--- src/rtl/codes_pkg.sv ---
// Shared types and the 4-to-16 one-hot decode function for the code stream blocks.
package codes_pkg;

    typedef logic [3:0]  code4_t;
    typedef logic [15:0] onehot16_t;

    // One-hot decode of a 4-bit binary code: bit <code> set, all others clear.
    function automatic onehot16_t dec_4to16(input code4_t code);
        onehot16_t word;
        word = 16'h0001 << code;
        return word;
    endfunction

endpackage

--- src/rtl/seq_codes_dec_4to16_fifo.sv ---
// Small val/rdy FIFO of 4-bit codes with an occupancy count.
// A full FIFO refuses input even if the head leaves in the same cycle,
// so enq_rdy depends on the registered count only.
module seq_codes_dec_4to16_fifo
    import codes_pkg::*;
#(
    parameter int DEPTH = 2
) (
    input  logic                         clk,
    input  logic                         reset_n,
    input  logic                         enq_val,
    output logic                         enq_rdy,
    input  code4_t                       enq_data,
    output logic                         deq_val,
    input  logic                         deq_rdy,
    output code4_t                       deq_data,
    output logic [$clog2(DEPTH+1)-1:0]   count
);

    localparam int CNT_W = $clog2(DEPTH + 1);
    localparam int PTR_W = $clog2(DEPTH);

    code4_t             mem_q [DEPTH];
    code4_t             mem_d [DEPTH];
    logic [PTR_W-1:0]   wr_ptr_q;
    logic [PTR_W-1:0]   wr_ptr_d;
    logic [PTR_W-1:0]   rd_ptr_q;
    logic [PTR_W-1:0]   rd_ptr_d;
    logic [CNT_W-1:0]   count_q;
    logic [CNT_W-1:0]   count_d;
    logic               enq_s;
    logic               deq_s;

    assign enq_rdy  = (count_q < CNT_W'(DEPTH));
    assign deq_val  = (count_q != {CNT_W{1'b0}});
    assign deq_data = mem_q[rd_ptr_q];
    assign count    = count_q;

    // Next-state: store at tail on enqueue, advance head on dequeue, track occupancy.
    always_comb begin
        enq_s    = enq_val & enq_rdy;
        deq_s    = deq_val & deq_rdy;
        mem_d    = mem_q;
        wr_ptr_d = wr_ptr_q;
        rd_ptr_d = rd_ptr_q;
        count_d  = count_q;

        if (enq_s) begin
            mem_d[wr_ptr_q] = enq_data;
            wr_ptr_d        = wr_ptr_q + PTR_W'(1);
        end else begin
            wr_ptr_d = wr_ptr_q;
        end

        if (deq_s) begin
            rd_ptr_d = rd_ptr_q + PTR_W'(1);
        end else begin
            rd_ptr_d = rd_ptr_q;
        end

        case ({enq_s, deq_s})
            2'b10:   count_d = count_q + CNT_W'(1);
            2'b01:   count_d = count_q - CNT_W'(1);
            default: count_d = count_q;
        endcase
    end

    // State registers; reset discards every buffered code immediately.
    always_ff @(posedge clk or negedge reset_n) begin
        if (!reset_n) begin
            mem_q    <= '{default: 4'h0};
            wr_ptr_q <= {PTR_W{1'b0}};
            rd_ptr_q <= {PTR_W{1'b0}};
            count_q  <= {CNT_W{1'b0}};
        end else begin
            mem_q    <= mem_d;
            wr_ptr_q <= wr_ptr_d;
            rd_ptr_q <= rd_ptr_d;
            count_q  <= count_d;
        end
    end

endmodule

--- src/rtl/seq_codes_dec_4to16.sv ---
// Flow-controlled 4-to-16 decoder: buffers binary codes, presents the head as a
// one-hot word, and keeps a sticky mask of every word delivered since the last clear.
module seq_codes_dec_4to16
    import codes_pkg::*;
#(
    parameter int DEPTH = 2
) (
    input  logic                         clk,
    input  logic                         reset_n,
    input  logic                         in_val,
    output logic                         in_rdy,
    input  logic [3:0]                   in_,
    output logic                         out_val,
    input  logic                         out_rdy,
    output logic [15:0]                  out,
    input  logic                         clear,
    output logic [15:0]                  seen,
    output logic [$clog2(DEPTH+1)-1:0]   count
);

    code4_t     head_code_s;
    onehot16_t  out_s;
    logic       deq_s;
    onehot16_t  seen_q;
    onehot16_t  seen_d;

    seq_codes_dec_4to16_fifo #(
        .DEPTH    (DEPTH)
    ) u_fifo (
        .clk      (clk),
        .reset_n  (reset_n),
        .enq_val  (in_val),
        .enq_rdy  (in_rdy),
        .enq_data (in_),
        .deq_val  (out_val),
        .deq_rdy  (out_rdy),
        .deq_data (head_code_s),
        .count    (count)
    );

    // Decode the head entry; the output word is forced to zero while the FIFO is empty.
    always_comb begin
        out_s = 16'h0000;
        deq_s = out_val & out_rdy;
        if (out_val) begin
            out_s = dec_4to16(head_code_s);
        end else begin
            out_s = 16'h0000;
        end
    end

    // Sticky mask: clear wipes history, but a word delivered in the clearing cycle still lands.
    always_comb begin
        seen_d = seen_q;
        if (clear) begin
            seen_d = 16'h0000;
        end else begin
            seen_d = seen_q;
        end
        if (deq_s) begin
            seen_d = seen_d | out_s;
        end else begin
            seen_d = seen_d;
        end
    end

    // Seen-mask register.
    always_ff @(posedge clk or negedge reset_n) begin
        if (!reset_n) begin
            seen_q <= 16'h0000;
        end else begin
            seen_q <= seen_d;
        end
    end

    assign out  = out_s;
    assign seen = seen_q;

endmodule

--- config.mk ---
export PLATFORM = sky130hd
export DESIGN_NAME = seq_codes_dec_4to16
export DESIGN_NICKNAME = d
export VERILOG_FILES = /design/src/rtl/codes_pkg.sv /design/src/rtl/seq_codes_dec_4to16_fifo.sv /design/src/rtl/seq_codes_dec_4to16.sv
export SDC_FILE = /design/constraint.sdc
export NUM_CORES = 1
export LEC_CHECK = 0
export ABC_AREA = 1
export ABC_CLOCK_PERIOD_IN_PS = 1900
export BUFFER_PORTS_ARGS = -buffer_cell sky130_fd_sc_hd__buf_2
export CAP_MARGIN = 20
export CORE_MARGIN = 2
export CORE_UTILIZATION = 50
export CTS_CLUSTER_DIAMETER = 200
export DETAILED_ROUTE_END_ITERATION = 6
export PLACE_DENSITY = 0.85
export SLEW_MARGIN = 0
export SYNTH_ARGS = -nofsm -noshare
export SYNTH_HDL_FRONTEND = slang
export SYNTH_HIERARCHICAL = 1
export SYNTH_SLANG_ARGS = --single-unit
--- constraint.sdc ---
create_clock -name clk -period 1.9 [get_ports clk]
set_clock_uncertainty 0.05 [all_clocks]
set_input_delay 0.38 -clock clk [delete_from_list [all_inputs] [get_ports clk]]
set_output_delay 0.38 -clock clk [all_outputs]
set_load 0.01 [all_outputs]
# Word level (Yosys, flattened, before mapping)

Index checks and enable logic that the tools add are counted.

Register bits: 28
Bits in latches: 0
Bits in writable memories: 0
ROM bits: 0
Input bits: 9
Output and inout port bits: 36
Logic and storage cells: 35
Memories: 0

$add $sub $neg: 4
Multiply operators: 0
Divide/modulo/power cells: 0
Magnitude comparators: 4
Equality and inequality tests: 2
Shift-type cells: 1
Multiplexer cells: 10
Bitwise gates (word level): 5
Reduce and logical (&&, ||, !) cells: 3

Operators with widths:

| cell                   | count |
|---|---|
| $mux W16               | 3 |
| $mux W4                | 4 |
| $or A16 B16 Y16        | 1 |
| $shl A1 B4 Y16 const A | 1 |
| $bwmux W8              | 1 |
| $demux W4 S1           | 1 |
| $ge A2 B2 Y1 const B   | 2 |
| $not A1 Y2             | 2 |
| $pmux W2 S2            | 1 |
| $reduce_bool A2 Y1     | 2 |
| $add A1 B1 Y1 const B  | 2 |
| $add A2 B1 Y2 const B  | 1 |
| $and A1 B1 Y1          | 2 |
| $eq A2 B1 Y1 const B   | 1 |
| $eq A2 B2 Y1 const B   | 1 |
| $lt A2 B1 Y1 const B   | 1 |
| $lt A2 B2 Y1 const B   | 1 |
| $sub A2 B1 Y2 const B  | 1 |
| $logic_and A1 B1 Y1    | 1 |

# Depth between registers and ports, before layout

Gate-level depths: netlist of run 1.

Word-level depth: 8
Mapped depth: 10
Mapped depth without buffers: 10

# Modules after synthesis

The synthesis of run 1 kept the hierarchy.

By module, submodules not included:

| module                   | times used | cells an instance | area each (µm²) | seq. area each (µm²) |
|---|---|---|---|---|
| seq_codes_dec_4to16      | 1          | 112               | 893.4           | 400.4 |
| seq_codes_dec_4to16_fifo | 1          | 68                | 566.8           | 300.3 |

# Worst setup path before layout of run 1

OpenSTA, ideal clock, no wires.

Path kind: flip-flop to output port
From: register u_fifo.rd_ptr_q
To: output out[6]
Arrival time: 1173 ps
Data required time: 1470 ps
Path slack: 297 ps
Stages on the path, launching flop included: 7
Path buffers: 1
Cell sequence: dfrtp_1 -> inv_1 -> nand2_1 -> nand2_1 -> buf_6 -> nand3_4 -> nor3_1

Longest elaborated chain between the ends: 6

RTL lines:

| element                                     | line                           | RTL |
|---|---|---|
| from (decl)                                 | seq_codes_dec_4to16_fifo.sv:27 | `logic [PTR_W-1:0] rd_ptr_q;` |
| from (signal assigned)                      | seq_codes_dec_4to16_fifo.sv:73 | `rd_ptr_q <= {PTR_W{1'b0}};` |
| from (signal assigned)                      | seq_codes_dec_4to16_fifo.sv:78 | `rd_ptr_q <= rd_ptr_d;` |
| $not A1 Y2 (implied by the code)            | seq_codes_dec_4to16_fifo.sv:36 | `assign deq_data = mem_q[rd_ptr_q];` |
| $mux W4 (implied by the code) (3 in series) | seq_codes_dec_4to16_fifo.sv:36 |  |
| net head_code_s[2]                          | seq_codes_dec_4to16.sv:21      | `code4_t head_code_s;` |
| $shl A1 B4 Y16                              | codes_pkg.sv:10                | `word = 16'h0001 << code;` |
| $mux W16                                    | seq_codes_dec_4to16.sv:45      | `if (out_val) begin` |
| to (decl)                                   | seq_codes_dec_4to16.sv:15      | `output logic [15:0] out,` |

The timed path passes the listed nets, and every way through them passes these cells. The select of a mux whose other input is x is not followed.

# Final worst setup path of run 1

Same ends and word-level chain as after synthesis.

==> run summary, run 1 <==
clock network power share - 9.3%
vias - 1,322
crit path kind - flip-flop to primary output
fin. max-slew vios - 0
final hold violation count - 0
Syn-to-layout area delta - 26.6%
fmax - 476 MHz
PD cells - 1670 nW/um^2
share of cells above drive strength 1 - 35.5%
fin area - 1850 sq um
IO Port Bufs - 44
drt pass-1 iters - 4
syn avg cell area - 8.11 sq um
Worst slew margin - 60.3%
Final setup viols - 16
Internal - 0.00166 W
multi-input logic area - 657 sq um
min cycle time layout - 2100 ps
setup ws final - -200 ps
Peak VDD IR - 0.000990 V
Die Y - 58.0 um
RSZ-0062 raised after global routing - yes
GRT busiest layer - met2
Unique masters post-synth - 22
Filler Cell Count - 245
Worst Hold End - u_fifo/mem_q[5]$_DFFE_PN0P_
Yosys reg bits - 28
worst-skew pair later-pin latency - 330 ps
routed wire length - 3070 um
Routed Antenna Nets - 0
Initial Util - 52.9%
global routing usage on met3 - 2.01%
Max Cap Viol - 0
syn_nets - 190
Reg power frac - 30.3%
Inserted Clock Buffers - 3
H-Tree Depth - 1
nets - 242
clk sinks - 28
GPL Wtd Cong - 0.750
Worst Path Arrival - 1670 ps
Ant. Diodes - 0
Root Buffer - clkbuf_4
Max Fanout on Critical Path - 10
GR Overflow Total - 0
commonest non-fill, non-tap cells in the layout - nand2_1 (57), buf_2 (44), dfrtp_1 (27)
Pleak - 1.05 nW
routed len/inst - 11.7 um
Seq/Total Area, Yosys - 48.0%
worst reg-to-reg path cell count - 9
All-Layer GR Usage - 19.2%
crit-path cells - buf_4 -> nand2_1 -> nand2_4 -> buf_6 -> nor3_1 -> buf_2
r2r endpoint - u_fifo/count[1]$_DFFE_PN0P_
first-pass GRT wire length - 5040 um
switching share of power - 46.5%
DR DRC count - 0
initial antenna violation count - 0
Sequential cell area - 702 sq um
status - finished with violations
Placed Area - 1720 sq um
failing checks - negative setup slack
Netlist Area Pre-Place - 1460 sq um
CP max stage delay - 470 ps
grt met2 use - 33.6%
Finished Layout Cells - 262
Reg2Reg Setup Slack - 410 ps
routing usage on met1 - 23.7%
Worst-Margin Slew - 595 ps
Placeable Area - 2760 sq um
vias per inst - 5.05
CTS max path bufs - 2
min-delay worst type - input pin to flip-flop
Cell Count Post-Placement - 253
endpoint class of the critical path - primary output
die width - 58.0 um
via count of the first global-routing pass - 1,163
hold path depth - 3
PnR Total Power - 0.00309 W
FP Rows - 19
CP startpoint kind - flip-flop
Gate power share - 60.4%
Mapped Cells - 180
initial DRC count - 47
Psw - 0.00144 W
Die Area - 3370 sq um
Yosys Warn Count - 6
setup tns final - -2100 ps
Reg clk slew, reported paths - 150 ps
Critical R2R Launch - u_fifo/count[1]$_DFFE_PN0P_
CP required - 1470 ps
fin crit share - 111%
hpwl dp - 2140 um
CTS tree - yes
hold path start - in_[1]
most common cell after layout, fill and taps aside - nand2_1
largest net degree at the start of global routing - 29
slowest library cell on the worst path - dfrtp_2
IO Pins - 45
## critical path: cells and delay by family (launching register included)
family / cells / cell delay (ps)
flops: 1 / 470
buf+inv: 3 / 460
simple gates: 3 / 410
## Yosys cell counts
cell type / n / area [sq um]
buf_2: 2 / 10.0
buf_4: 1 / 7.51
buf_6: 4 / 45.0
clkinv_2: 1 / 5.00
dfrtp_1: 28 / 701
ha_1: 1 / 12.5
inv_1: 13 / 48.8
inv_2: 1 / 3.75
inv_4: 1 / 6.26
inv_6: 1 / 8.76
nand2_1: 62 / 233
nand2_2: 5 / 31.3
nand3_1: 13 / 65.1
nand3_2: 1 / 10.0
nand3_4: 1 / 17.5
nand3b_4: 1 / 20.0
nand4_1: 5 / 31.3
nor2_1: 16 / 60.1
nor2_4: 4 / 45.0
nor3_1: 2 / 10.0
o21ai_1: 16 / 80.1
xnor2_1: 1 / 8.76
## cell type report
cell class | instances | share of cell area, %
inverters | 17 | 4.40
multi-input cells | 128 | 35.5
repair inverters | 1 | 0.406
flip-flops and latches | 28 | 38.0
clock buffers | 4 | 1.96
well taps | 31 | 2.10
repair buffers | 53 | 17.7
## sequential cells by signal, summed over array words and instances, names as in the netlist
register,flops
seen,16
u_fifo/count,2
u_fifo/wr_ptr_q,1
u_fifo/rd_ptr_q,1
u_fifo/mem_q,8
## power by group through the flow
stage               Sequential [W]  Combinational, W  Clock, W
CTS                       0.000928           0.00177  0.000296
global placement          0.000935           0.00161         0
finish                    0.000937           0.00187  0.000287
detailed placement        0.000939           0.00164         0
global route              0.000961           0.00206  0.000323
floorplan                 0.000969           0.00116         0
## what timing repair did
| item | in CTS | in global routing |
|---|---|---|
| setup buffers | 1 | 2 |
| gates resized for setup | 10 | 9 |
| hold buffers | 1 | 0 |
| endpoints found under the hold margin | 28 | 0 |
| gates cloned | 1 | 0 |
| setup endpoints to repair | 16 | 16 |
| pin swaps | 3 | 8 |
## layer usage
layer | share of wire [%] | up-vias
li1 | - | 678
met1 | 45 | 607
met2 | 48 | 29
met3 | 3.9 | 8
met4 | 2.6 | 0
met5 | 0 | -
## metrics by stage
| stage | hold WS [ps] | setup slack, ps | util, % |
|---|---|---|---|
| 3_5_place_dp | 367 | 162 | 62.3 |
| 5_1_grt | 240 | -312 | 67.1 |
| 3_3_place_gp | 367 | 192 | 62.3 |
| 2_1_floorplan | 34.4 | 297 | - |
| 4_1_cts | 234 | -152 | 65.6 |
| 6_report | 237 | -200 | 67.1 |
## worst max path at each step
stage	from	endpoint	slack (ps)	cells past startpoint
floorplan	u_fifo/rd_ptr_q$_DFFE_PN0P_	out[6]	300	6
global placement	u_fifo/rd_ptr_q$_DFFE_PN0P_	out[6]	190	6
detailed placement	u_fifo/rd_ptr_q$_DFFE_PN0P_	out[5]	160	6
CTS	u_fifo/rd_ptr_q$_DFFE_PN0P_	out[10]	-150	10
global route	u_fifo/rd_ptr_q$_DFFE_PN0P_	out[1]	-310	9
finish	u_fifo/rd_ptr_q$_DFFE_PN0P_	out[6]	-200	6
## cells by family after synthesis
family / synth area share (%)
and+or+nand+nor: 35.8
DFF: 48.0
buffers and inverters: 9.25
AOI/OAI and AO/OA: 5.48
xor gates and xnor gates: 0.600
adders and majority gates: 0.857
Note: power is estimated with default switching activity, not from simulation.
==> inputs of run 2 (changes only) <==
--- a/config.mk
+++ b/config.mk
@@ -14,6 +14,7 @@
 export CTS_CLUSTER_DIAMETER = 200
 export DETAILED_ROUTE_END_ITERATION = 6
 export PLACE_DENSITY = 0.85
+export REMOVE_ABC_BUFFERS = 1
 export SLEW_MARGIN = 0
 export SYNTH_ARGS = -nofsm -noshare
 export SYNTH_HDL_FRONTEND = slang
==> run 2 against run 1 <==
The run still ends with negative setup slack left. Sequential power rose by 2.7%. Maximum frequency rose by 2.0%. Combinational power rose by 14%. Critical path depth rose by 2. Non-clock buffer count rose by 12. Hold slack got worse by 0.51 ps. Critical path type unchanged. Largest power group unchanged.
==> run summary, run 2 (synthesis results as in run 1) <==
status - finished with violations
failing checks - negative setup slack
clk sinks - 28 (unchanged)
vias - 1,396 (+5.6%)
fin crit share - 108% (-2.1 points)
hold_ws - 236 ps (-0.514 ps)
most common cell after layout, fill and taps aside - nand2_1
routed wire length - 3420 um (+12%)
routed len/inst - 12.5 um (+7.1%)
pre-CTS setup slack - 43.4 ps (-119 ps)
Reg2Reg Setup Slack - 370 ps (-40 ps)
hpwl dp - 2230 um (+4.0%)
Initial Util - 52.9% (unchanged)
Reg power frac - 27.5% (-2.8 points)
fin. max-slew vios - 0 (unchanged)
slowest library cell on the worst path - dfrtp_2
Buf/Inv on CP - 3 (unchanged)
crit-path cells - inv_4 -> nand2_4 -> nand2_8 -> buf_6 -> nor2_4 -> nand3_2 -> nor2_1 -> buf_2
nets - 253 (+4.5%)
max reg flops - 16 (unchanged)
Worst Path Arrival - 1630 ps (-40 ps)
commonest non-fill, non-tap cells in the layout - nand2_1 (52), buf_2 (44), dfrtp_1 (27)
FP Rows - 19 (unchanged)
clock network power share - 11.1% (+1.8 points)
initial DRC count - 43 (-8.5%)
Peak VDD IR - 0.00128 V (+30%)
Psw - 0.00159 W (+10%)
Die Area - 3370 sq um (unchanged)
via count of the first global-routing pass - 1,254 (+7.8%)
Util after Layout - 72.5% (+5.4 points)
Max Cap Viol - 0 (unchanged)
RSZ-0062 raised after global routing - yes
initial antenna violation count - 0 (unchanged)
Filler Cell Count - 217 (-11%)
min-delay worst type - input pin to flip-flop
die width - 58.0 um (unchanged)
GPL Wtd Cong - 0.852 (+14%)
worst-skew pair later-pin latency - 330 ps (about the same)
first-pass GRT wire length - 5380 um (+6.8%)
r2r endpoint - u_fifo/count[1]$_DFFE_PN0P_
fmax - 485 MHz (+2.0%)
share of cells above drive strength 1 - 42.1% (+6.7 points)
vias per inst - 5.11 (+1.3%)
H-Tree Depth - 1 (unchanged)
Pleak - 1.13 nW (+7.8%)
Reg clk slew, reported paths - 150 ps (about the same)
Syn-to-layout area delta - 36.8%
CTS tree - yes
Placeable Area - 2760 sq um (unchanged)
CTS max path bufs - 2 (unchanged)
Root Buffer - clkbuf_4
Cell Count Post-Placement - 257 (+1.6%)
worst reg-to-reg path cell count - 9 (unchanged)
hold path start - in_[2]
Internal - 0.00191 W (+15%)
drt pass-1 iters - 4 (unchanged)
endpoint class of the critical path - primary output
IO Port Bufs - 44 (unchanged)
final hold violation count - 0 (unchanged)
CP required - 1470 ps (about the same)
Max Fanout on Critical Path - 6 (-4)
Inserted Clock Buffers - 3 (unchanged)
Ant. Diodes - 0 (unchanged)
Die Y - 58.0 um (unchanged)
DR DRC count - 0 (unchanged)
Worst slew margin - 58.6% (-1.7 points)
Gate power share - 61.4% (+1.0 points)
GR Overflow Total - 0 (unchanged)
Final setup viols - 16 (unchanged)
largest net degree at the start of global routing - 29 (unchanged)
Routed Antenna Nets - 0 (unchanged)
PD cells - 1750 nW/um^2 (+4.4%)
CP startpoint kind - flip-flop
min cycle time layout - 2060 ps (-40.3 ps)
Worst Hold End - u_fifo/mem_q[6]$_DFFE_PN0P_
Finished Layout Cells - 273 (+4.2%)
Worst-Margin Slew - 621 ps (+25.8 ps)
Placed Area - 1720 sq um (+0.29%)
Critical R2R Launch - u_fifo/count[1]$_DFFE_PN0P_
IO Pins - 45 (unchanged)
crit path kind - flip-flop to primary output
cell family contributing the most delay on the critical path - simple AND/OR/NAND/NOR gates
All-Layer GR Usage - 20.4% (+1.2 points)
setup ws final - -160 ps (+40.3 ps)
fin area - 2000 sq um (+8.1%)
switching share of power - 45.4% (-1.0 points)
hold path depth - 3 (unchanged)
CP max stage delay - 470 ps (about the same)
-- run 2: changes by cell type in the layout (fill, tap and decap cells not counted), sizes merged --
cell | before | now
clkinvlp | 1 | 0
buf | 52 | 64
bufinv | 0 | 1
clkbuf | 4 | 3
clkinv | 0 | 1
inv | 17 | 16
-- run 2: layer usage --
metal	vias to the layer above	track usage [%]	routed length [um]
met5	-	0	0
met1	653	26.5	1520
met2	44	35.6	1710
met4	0	6.98	46
li1	693	-	-
met3	6	2.23	143
-- run 2: power groups by stage --
stage | logic, W | clock network, W | registers (W)
detailed placement | 0.00163 | 0 | 0.000946
CTS | 0.00193 | 0.000395 | 0.000935
global route | 0.00232 | 0.000418 | 0.000989
finish | 0.00214 | 0.000388 | 0.000962
floorplan | 0.00101 | 0 | 0.000969
global placement | 0.00159 | 0 | 0.000936
-- run 2: what timing repair did --
item / 4_1_cts / 5_1_grt
hold endpoints to repair: 8 / 0
hold buffers: 1 / 0
resized for setup: 19 / 17
setup endpoints to repair: 16 / 16
pin swaps: 14 / 9
buffers inserted: 9 / 2
-- run 2: final cells by class --
type	count	area [sq um]	share of cell area, %
clock buffer	3	22.5	1.13
tap	31	38.8	1.94
sequential	28	702	35.1
clock inverter	1	30.0	1.50
multi-input combinational	128	718	35.9
timing repair buffer	65	407	20.4
inverter	17	80.1	4.01
-- run 2: metrics by stage --
step	TNS (ps)	total power (W)
after floorplan	0	0.00198
after global placement	0	0.00253
after global routing	-3740	0.00373
after detailed placement	0	0.00258
final	-2260	0.00349
after CTS	-2120	0.00326
-- run 2: worst reg2reg max path: cells and delay by family (launching register included) --
kind                       cells  cell delay (ps)
adders and majority gates      1              330
buffers and inverters          3              250
DFF                            1              450
and+or+nand+nor                5              370
-- run 2: how the worst max path moves through the flow --
stage	endpoint	cells after the start	start	slack, ps
floorplan	out[5]	5	u_fifo/rd_ptr_q$_DFFE_PN0P_	70
global placement	out[6]	7	u_fifo/rd_ptr_q$_DFFE_PN0P_	90
detailed placement	out[8]	8	u_fifo/rd_ptr_q$_DFFE_PN0P_	40
CTS	out[8]	8	u_fifo/rd_ptr_q$_DFFE_PN0P_	-160
global route	out[15]	7	u_fifo/rd_ptr_q$_DFFE_PN0P_	-290
finish	out[12]	8	u_fifo/rd_ptr_q$_DFFE_PN0P_	-160
